[config.mk]
export PLATFORM = sky130hd
export DESIGN_NAME = seq_gen
export DESIGN_NICKNAME = d
export VERILOG_FILES = /design/src/rtl/seq_gen_pkg.sv /design/src/rtl/seq_gen_prbs7.sv /design/src/rtl/seq_gen.sv
export SDC_FILE = /design/constraint.sdc
export NUM_CORES = 1
export LEC_CHECK = 0
export BUFFER_PORTS_ARGS = -buffer_cell sky130_fd_sc_hd__clkbuf_2
export CORE_ASPECT_RATIO = 1.2
export CORE_MARGIN = 2
export CORE_UTILIZATION = 35
export CTS_CLUSTER_SIZE = 24
export DETAILED_ROUTE_END_ITERATION = 12
export SYNTH_ARGS = -nofsm -noshare
export SYNTH_HDL_FRONTEND = slang
export SYNTH_SLANG_ARGS = --single-unit
[constraint.sdc]
create_clock -name clk -period 3.7 [get_ports clk]
set_input_delay 0.185 -clock clk [delete_from_list [all_inputs] [get_ports clk]]
set_output_delay 0.185 -clock clk [all_outputs]
set_load 0.1 [all_outputs]
[src/rtl/seq_gen_pkg.sv]
// seq_gen_pkg: shared types and constants for the seq_gen serial pattern transmitter.
//   state_e   : transmitter FSM states (idle, shifting bits out, inter-repetition gap)
//   RepsW     : width of the repetition down-counter
//   GapW      : width of the gap length / gap down-counter
//   Prbs7Seed : LFSR value after reset for the optional gap filler
//   Prbs7Taps : feedback taps for x^7 + x^6 + 1
package seq_gen_pkg;

    typedef enum logic [1:0] {
        StIdle,
        StSend,
        StGap
    } state_e;

    localparam int unsigned RepsW = 8;
    localparam int unsigned GapW  = 4;

    localparam logic [6:0] Prbs7Seed = 7'h7F;
    localparam logic [6:0] Prbs7Taps = 7'b110_0000;

endpackage

[src/rtl/seq_gen_prbs7.sv]
// seq_gen_prbs7: Fibonacci PRBS7 generator (x^7 + x^6 + 1) used as gap filler.
//   clk  : clock
//   rst  : synchronous active-high reset, loads Prbs7Seed
//   adv  : advance the LFSR by one step on this edge
//   prbs : current output bit (LFSR MSB)
module seq_gen_prbs7
    import seq_gen_pkg::*;
(
    input  logic clk,
    input  logic rst,
    input  logic adv,
    output logic prbs
);

    logic [6:0] lfsr_q;

    always_ff @(posedge clk) begin
        if (rst) begin
            lfsr_q <= Prbs7Seed;
        end else if (adv) begin
            lfsr_q <= {lfsr_q[5:0], ^(lfsr_q & Prbs7Taps)};
        end
    end

    assign prbs = lfsr_q[6];

endmodule

[src/rtl/seq_gen.sv]
// seq_gen: serial test-pattern transmitter. Shifts a right-aligned pattern out MSB-first
// (bit len-1 first), reps+1 times, with gap idle cycles between repetitions.
//   clk     : clock, rising edge
//   rst     : synchronous active-high reset
//   start   : request a transmission (sampled only while idle)
//   pattern : pattern bits, right-aligned
//   len     : bits per transmission, 1..W (other values ignore start)
//   reps    : extra repetitions
//   gap     : idle cycles between repetitions
//   x       : serial data out
//   x_vld   : x carries a pattern bit
//   busy    : sequence in progress
//   done    : one-cycle pulse after the final bit
// Build option SEQ_GEN_PRBS_EN: drive PRBS7 filler on x during gap cycles.
module seq_gen
    import seq_gen_pkg::*;
#(
    parameter int unsigned W = 8
) (
    input  logic                 clk,
    input  logic                 rst,
    input  logic                 start,
    input  logic [W-1:0]         pattern,
    input  logic [$clog2(W):0]   len,
    input  logic [RepsW-1:0]     reps,
    input  logic [GapW-1:0]      gap,
    output logic                 x,
    output logic                 x_vld,
    output logic                 busy,
    output logic                 done
);

    localparam int unsigned LenW = $clog2(W) + 1;

    state_e            state_q;
    logic [W-1:0]      sreg_q;
    logic [W-1:0]      pat_q;
    logic [LenW-1:0]   len_q;
    logic [LenW-1:0]   bit_cnt_q;
    logic [RepsW-1:0]  reps_cnt_q;
    logic [GapW-1:0]   gap_q;
    logic [GapW-1:0]   gap_cnt_q;
    logic              x_q;
    logic              x_vld_q;
    logic              busy_q;
    logic              done_q;

    logic              len_ok;
    logic [W-1:0]      start_word;
    logic [W-1:0]      reload_word;
    logic              fill_bit;

    // Left-justify the pattern so the first bit to send sits in the MSB.
    function automatic logic [W-1:0] align(logic [W-1:0] p, logic [LenW-1:0] l);
        return p << (W - 32'(l));
    endfunction

    assign len_ok      = start && (len != '0) && (32'(len) <= W);
    assign start_word  = align(pattern, len);
    assign reload_word = align(pat_q, len_q);

`ifdef SEQ_GEN_PRBS_EN
    logic fill_adv;
    logic prbs_bit;

    // Advance exactly when a filler bit is loaded into x for a gap cycle.
    assign fill_adv = (state_q == StSend && bit_cnt_q == '0 && reps_cnt_q != '0 &&
                       gap_q != '0) ||
                      (state_q == StGap && gap_cnt_q != '0);

    seq_gen_prbs7 u_prbs (
        .clk  (clk),
        .rst  (rst),
        .adv  (fill_adv),
        .prbs (prbs_bit)
    );

    assign fill_bit = prbs_bit;
`else
    assign fill_bit = 1'b0;
`endif

    // Outputs are registered; bit_cnt_q holds the bits still to send after the one on x.
    always_ff @(posedge clk) begin
        if (rst) begin
            state_q    <= StIdle;
            sreg_q     <= '0;
            pat_q      <= '0;
            len_q      <= '0;
            bit_cnt_q  <= '0;
            reps_cnt_q <= '0;
            gap_q      <= '0;
            gap_cnt_q  <= '0;
            x_q        <= 1'b0;
            x_vld_q    <= 1'b0;
            busy_q     <= 1'b0;
            done_q     <= 1'b0;
        end else begin
            done_q <= 1'b0;
            unique case (state_q)
                StIdle: begin
                    if (len_ok) begin
                        pat_q      <= pattern;
                        len_q      <= len;
                        reps_cnt_q <= reps;
                        gap_q      <= gap;
                        x_q        <= start_word[W-1];
                        sreg_q     <= start_word << 1;
                        bit_cnt_q  <= len - 1'b1;
                        x_vld_q    <= 1'b1;
                        busy_q     <= 1'b1;
                        state_q    <= StSend;
                    end
                end
                StSend: begin
                    if (bit_cnt_q != '0) begin
                        x_q       <= sreg_q[W-1];
                        sreg_q    <= sreg_q << 1;
                        bit_cnt_q <= bit_cnt_q - 1'b1;
                    end else if (reps_cnt_q != '0) begin
                        reps_cnt_q <= reps_cnt_q - 1'b1;
                        if (gap_q == '0) begin
                            // Back-to-back repetition, no bubble.
                            x_q       <= reload_word[W-1];
                            sreg_q    <= reload_word << 1;
                            bit_cnt_q <= len_q - 1'b1;
                        end else begin
                            state_q   <= StGap;
                            gap_cnt_q <= gap_q - 1'b1;
                            x_q       <= fill_bit;
                            x_vld_q   <= 1'b0;
                        end
                    end else begin
                        state_q <= StIdle;
                        x_q     <= 1'b0;
                        x_vld_q <= 1'b0;
                        busy_q  <= 1'b0;
                        done_q  <= 1'b1;
                    end
                end
                StGap: begin
                    if (gap_cnt_q != '0) begin
                        gap_cnt_q <= gap_cnt_q - 1'b1;
                        x_q       <= fill_bit;
                    end else begin
                        state_q   <= StSend;
                        x_q       <= reload_word[W-1];
                        sreg_q    <= reload_word << 1;
                        bit_cnt_q <= len_q - 1'b1;
                        x_vld_q   <= 1'b1;
                    end
                end
                default: state_q <= StIdle;
            endcase
        end
    end

    assign x     = x_q;
    assign x_vld = x_vld_q;
    assign busy  = busy_q;
    assign done  = done_q;

endmodule

Word level (Yosys, flattened, before mapping) --
Index checks and enable logic that the tools add are counted.
Word-level totals: bits of input ports 27, register bits 46, word-level logic and storage cells 99, memories 0, latch bits 0, RAM bits 0, memory bits (read-only) 0, output and inout bits 4
Cells by class: multipliers 0, eq/ne operators 12, bitwise gates (word level) 1, divide/modulo/power cells 0, mux-type cells 43, add/sub/neg operators 8, reductions and logical operators 20, shift operators 2, order comparisons 1
Operators by type and width (count):
- $mux 8 | 8
- $shl 8x32->8 | 2
- $mux 4 | 9
- $pmux 8 s3 | 1
- $sub 4x1->4 const B | 5
- $pmux 8 s2 | 1
- $reduce_and 5->1 | 3
- $ne 2x2->1 const B | 7
- $mux 1 | 13
- $pmux 4 s3 | 1
- $reduce_and 4->1 | 3
- $reduce_bool 4->1 | 3
- $mux 2 | 5
- $sub 4x4->5 const A | 2
- $ne 3x3->1 const B | 3
- $pmux 4 s2 | 1
- $reduce_bool 8->1 | 1
- $sub 8x1->8 const B | 1
- $pmux 1 s3 | 2
- $pmux 2 s3 | 1
- $le 4x4->1 const B | 1
- $logic_not 4->1 | 1
- $reduce_and 2->1 | 2
- $reduce_bool 2->1 | 2
- 8 further kinds | 9

Longest topological paths before layout --
depth after elaboration 6, gate-level depth with buffers 11, gate-level depth less buffers 7

Worst setup path after synthesis --
OpenSTA, ideal clock, no wires.
kind input -> register, start in len[0], end reg x_q (netlist: x), arrival time 2.403 ns, setup slack 1.164 ns, cell stages on the path 10, library setup time 0.133 ns, cells stage by stage clkbuf_1 > clkbuf_1 > inv_1 > ha_1 > clkbuf_1 > inv_1 > mux4_2 > mux2_2 > nand2_1 > a311oi_1
Between the ends: longest elaborated chain between the ends 5, elaborated cells on any way between the ends 10, those cells by class 1 x add/sub; 1 x order compare; 1 x eq/ne; 1 x shift; 2 x mux; 4 x reduce/logical
RTL lines:
- start, declared | RTL line seq_gen.sv:24 | input logic [$clog2(W):0] len,
- branches (longest 5 deep; another with $sub 4x4->5)
- end signal, assigned | RTL line seq_gen.sv:107 | x_q <= start_word[W-1];
- end signal, assigned | RTL line seq_gen.sv:117 | x_q <= sreg_q[W-1];
- end signal, assigned | RTL line seq_gen.sv:124 | x_q <= reload_word[W-1];
- end, declared | RTL line seq_gen.sv:43 | logic x_q;
Parallel ways; which one is timed is not known. The select of a mux whose other input is x is not followed. A chain may end at the register's enable or synchronous reset.

Final worst setup path --
start reg len_q[0], end reg sreg_q[6]
Between the ends: longest elaborated chain between the ends 6, elaborated cells on any way between the ends 7, those cells by class 1 x add/sub; 1 x shift; 5 x mux
RTL lines:
- start, declared | RTL line seq_gen.sv:38 | logic [LenW-1:0] len_q;
- start signal, assigned | RTL line seq_gen.sv:104 | len_q <= len;
- $sub 4x4->5 (*) | RTL line seq_gen.sv:55 | return p << (W - 32'(l));
- $shl 8x32->8 (*) | RTL line seq_gen.sv:55
- $mux 8 | RTL line seq_gen.sv:122 | if (gap_q == '0) begin
- $mux 8 | RTL line seq_gen.sv:120 | end else if (reps_cnt_q != '0) begin
- $mux 8 | RTL line seq_gen.sv:116 | if (bit_cnt_q != '0) begin
- $pmux 8 s3 (*) | RTL line seq_gen.sv:100 | unique case (state_q)
- end signal, assigned | RTL line seq_gen.sv:108 | sreg_q <= start_word << 1;
- end signal, assigned | RTL line seq_gen.sv:118 | sreg_q <= sreg_q << 1;
- end signal, assigned | RTL line seq_gen.sv:125 | sreg_q <= reload_word << 1;
- end, declared | RTL line seq_gen.sv:36 | logic [W-1:0] sreg_q;
Every way passes the cells marked *; elsewhere a longest branch is shown, timed or not. The select of a mux whose other input is x is not followed.

==> metrics.yaml <==
status: "completed"
h-tree-depth: 2
postCtsSetupRepairBufs: 0
drt_iter0_drc: 129
placed_area_um2: 3500
total_power_mw: 2.53
setup_viol: 0
syn_inst: 412
ys.flop_type: "dfxtp_1"
place_worst_setup_slack_ns: 0.723
grt_pass1_vias: 3065
tns_ns: 0
grt_first_pass_wirelength_um: 14900
setup_slack_ns: 0.960
crit_top_cell: "inv_1"
crit_type: "reg -> reg"
ys.warnings.count: 0
cp-end-kind: "register"
fp.dieH_um: 111
yosysSeqAreaShare: 0.272
min_period_ns: 2.74
synth_top_area_share: 0.272
dp_hpwl_um: 6650
cts_sinks: 45
dr.pass1.iters: 4
ys_types: 72
final_hold_viol_count: 0
rsz0062_at_grt: "no"
fmax_mhz: 365
rows: 38
detail-route-antenna-nets: 0
hold_slack_ns: 0.133
nFillCells: 989
start_kind: "register"
final_cell_area_um2: 3590
ir_drop_mv: 0.186
critical_path_required_ns: 3.89
slowest_delay_ns: 0.73
synthToLayoutAreaGrowth_pct: 8.43
cts_made_buffers: 5
cp_max_fo: 15
yosys-top-cells-area: "dfxtp_1 (27%), a21oi_1 (5.7%), mux2i_1 (5.1%), ha_1 (4.5%), nand2_1 (4.4%)"
vias: 3180
drive_gt1_frac: 0.160
wire_per_inst_um: 16.7
cts-root-buf: "clkbuf_8"
cts_tree: "built"
path_clk_slew_ns: 0.09
core_um2: 9130
synth-async-reset-ratio: 0
grt_max_degree: 44
r2r_slack_ns: 0.96
hold_buffers: 0
die_w_um: 92.8
clock_latency_ns: 0.29
antennaDiodeCount: 0
clockBufferDepth: 2
grtUsageTotal: 0.174
worst_pin_slew_ns: 0.931
cp.arrival_ns: 2.93
syn_avg_cell_area_um2: 8.04
power.density_nw_per_um2: 705
die_area_um2: 10300
post_drt_via_cell_ratio: 5.89
report.final.slew_viol_count: 0
place.gp.congestion: 0.863
maxCapViolCount: 0
fin_skew_ns: 0.00574
cp_cell_sequence: "inv_1 > ha_1 > inv_1 > a2111oi_0 > a211oi_1 > or2_2 > a311oi_1"
maxSlewHeadroom: 0.379
nNetsFinal: 459
antenna_found_initial: 0
drc: 0
synth_area_um2: 3310
ys_ff_latch: 45
synth_nets: 451
post-route-period-util: 0.741
io_buffers: 30
initial_core_util: 0.363
synth_edf_count: 0
wl_um: 9030
cp_slowest_cell: "dfxtp_1"
cts_resized: 0
post-synth-top-area-cell: "dfxtp_1"
leakage_nw: 1.29
pin_count: 31
min_path_type: "in -> reg"
grt_overflow_total: 0
[logic make-up after synthesis]
logic type,count (synthesis),share of synthesized area
adders and majority gates,12,0.0454
AOI/OAI and AO/OA,139,0.301
and+or+nand+nor,132,0.212
muxes,24,0.0888
buffers and inverters,55,0.0677
DFF,45,0.272
xor gates and xnor gates,5,0.0132
[path summary, 6_finish.rpt]
check | startpoint | cells past startpoint | end
setup / recovery | len_q[0]$_SDFFE_PP0P_ | 7 | sreg_q[6]$_SDFFE_PP0P_
hold / removal | gap[1] | 3 | gap_q[1]$_SDFFE_PP0P_
hold reg to reg | pat_q[7]$_SDFFE_PP0P_ | 2 | pat_q[7]$_SDFFE_PP0P_
setup reg to reg | len_q[0]$_SDFFE_PP0P_ | 7 | sreg_q[6]$_SDFFE_PP0P_
[metrics by stage]
stage / instances / util
after CTS: 540 / 0.393
after global placement: 533 / 0.383
after floorplan: 412 / -
after detailed placement: 533 / 0.383
after global routing: 540 / 0.393
final: 540 / 0.393
[final cells by class]
cell class	count	area (um^2)	share of cell area
tap	120	150	0.0418
inverter	22	82.6	0.0230
clock inverter	1	7.51	0.00209
clock buffer	6	82.6	0.0230
timing repair buffer	34	180	0.0502
sequential	45	901	0.251
multi-input combinational	312	2190	0.609
[synthesized netlist by cell type, types with 3 or more instances]
library cell	number
o21a_1	3
a21o_1	3
mux2_2	3
nor2b_1	7
a22oi_1	3
or2_2	5
xnor2_1	3
o32ai_1	4
nand3_1	23
a211o_1	4
nor4_1	5
ha_1	12
dfxtp_1	45
o31ai_1	3
mux4_2	4
nand2b_1	5
o221ai_1	3
o211ai_1	4
nor3_1	6
or4_1	6
buf_2	8
inv_1	22
nand2_1	39
nor2_1	15
nor4b_1	3
a21oi_1	38
a311oi_1	8
o22ai_1	3
clkbuf_1	22
o21ai_0	11
and3_1	3
o2111ai_1	3
a211oi_1	14
a31oi_1	5
mux2i_1	17
[per-layer routing]
| metal | routed length (um) | vias up | track usage |
|---|---|---|---|
| li1 | - | 1569 | - |
| met4 | 112 | 0 | 0.0480 |
| met3 | 384 | 10 | 0.0232 |
| met1 | 4030 | 1522 | 0.220 |
| met2 | 4500 | 79 | 0.308 |
| met5 | 0 | - | 0 |
[cells in the final DEF, fill, tap and decap left out, types with 4 or more instances in the layout]
cell and n:
a31oi_1 5, o21ai_0 11, a211oi_1 14, clkbuf_8 6, nor2_1 15, a211o_1 4
or2_2 5, clkbuf_2 30, nor4_1 5, mux2i_1 17, dfxtp_1 45, o211ai_1 4
nand2_1 39, nand3_1 23, nand2b_1 5, ha_1 12, buf_4 4, nor2b_1 7
or4_1 6, a311oi_1 8, mux4_2 4, inv_1 22, o32ai_1 4, a21oi_1 38
nor3_1 6
[worst max-delay path: cells and delay by family, from the launching register on]
kind,cells,cell delay [ns]
adder cells (fa/ha/maj),1,0.60
buffers and inverters,2,0.32
AND/OR/NAND/NOR,1,0.30
flip-flops,1,0.73
AO/OA/AOI/OAI,3,0.68
[registers in the layout, summed over array words and instances (netlist names), 2 cells and up]
name / cells
gap_q: 4
len_q: 4
state_q: 2
reps_cnt_q: 8
bit_cnt_q: 4
pat_q: 8
gap_cnt_q: 4
sreg_q: 7
[power breakdown]
group / total [mW] / switching [mW] / internal (mW)
registers: 0.768 / 0.139 / 0.629
clock network: 0.322 / 0.174 / 0.148
logic: 1.44 / 0.903 / 0.540
total: 2.53 / 1.22 / 1.32
(Power assumes the default switching activity.)
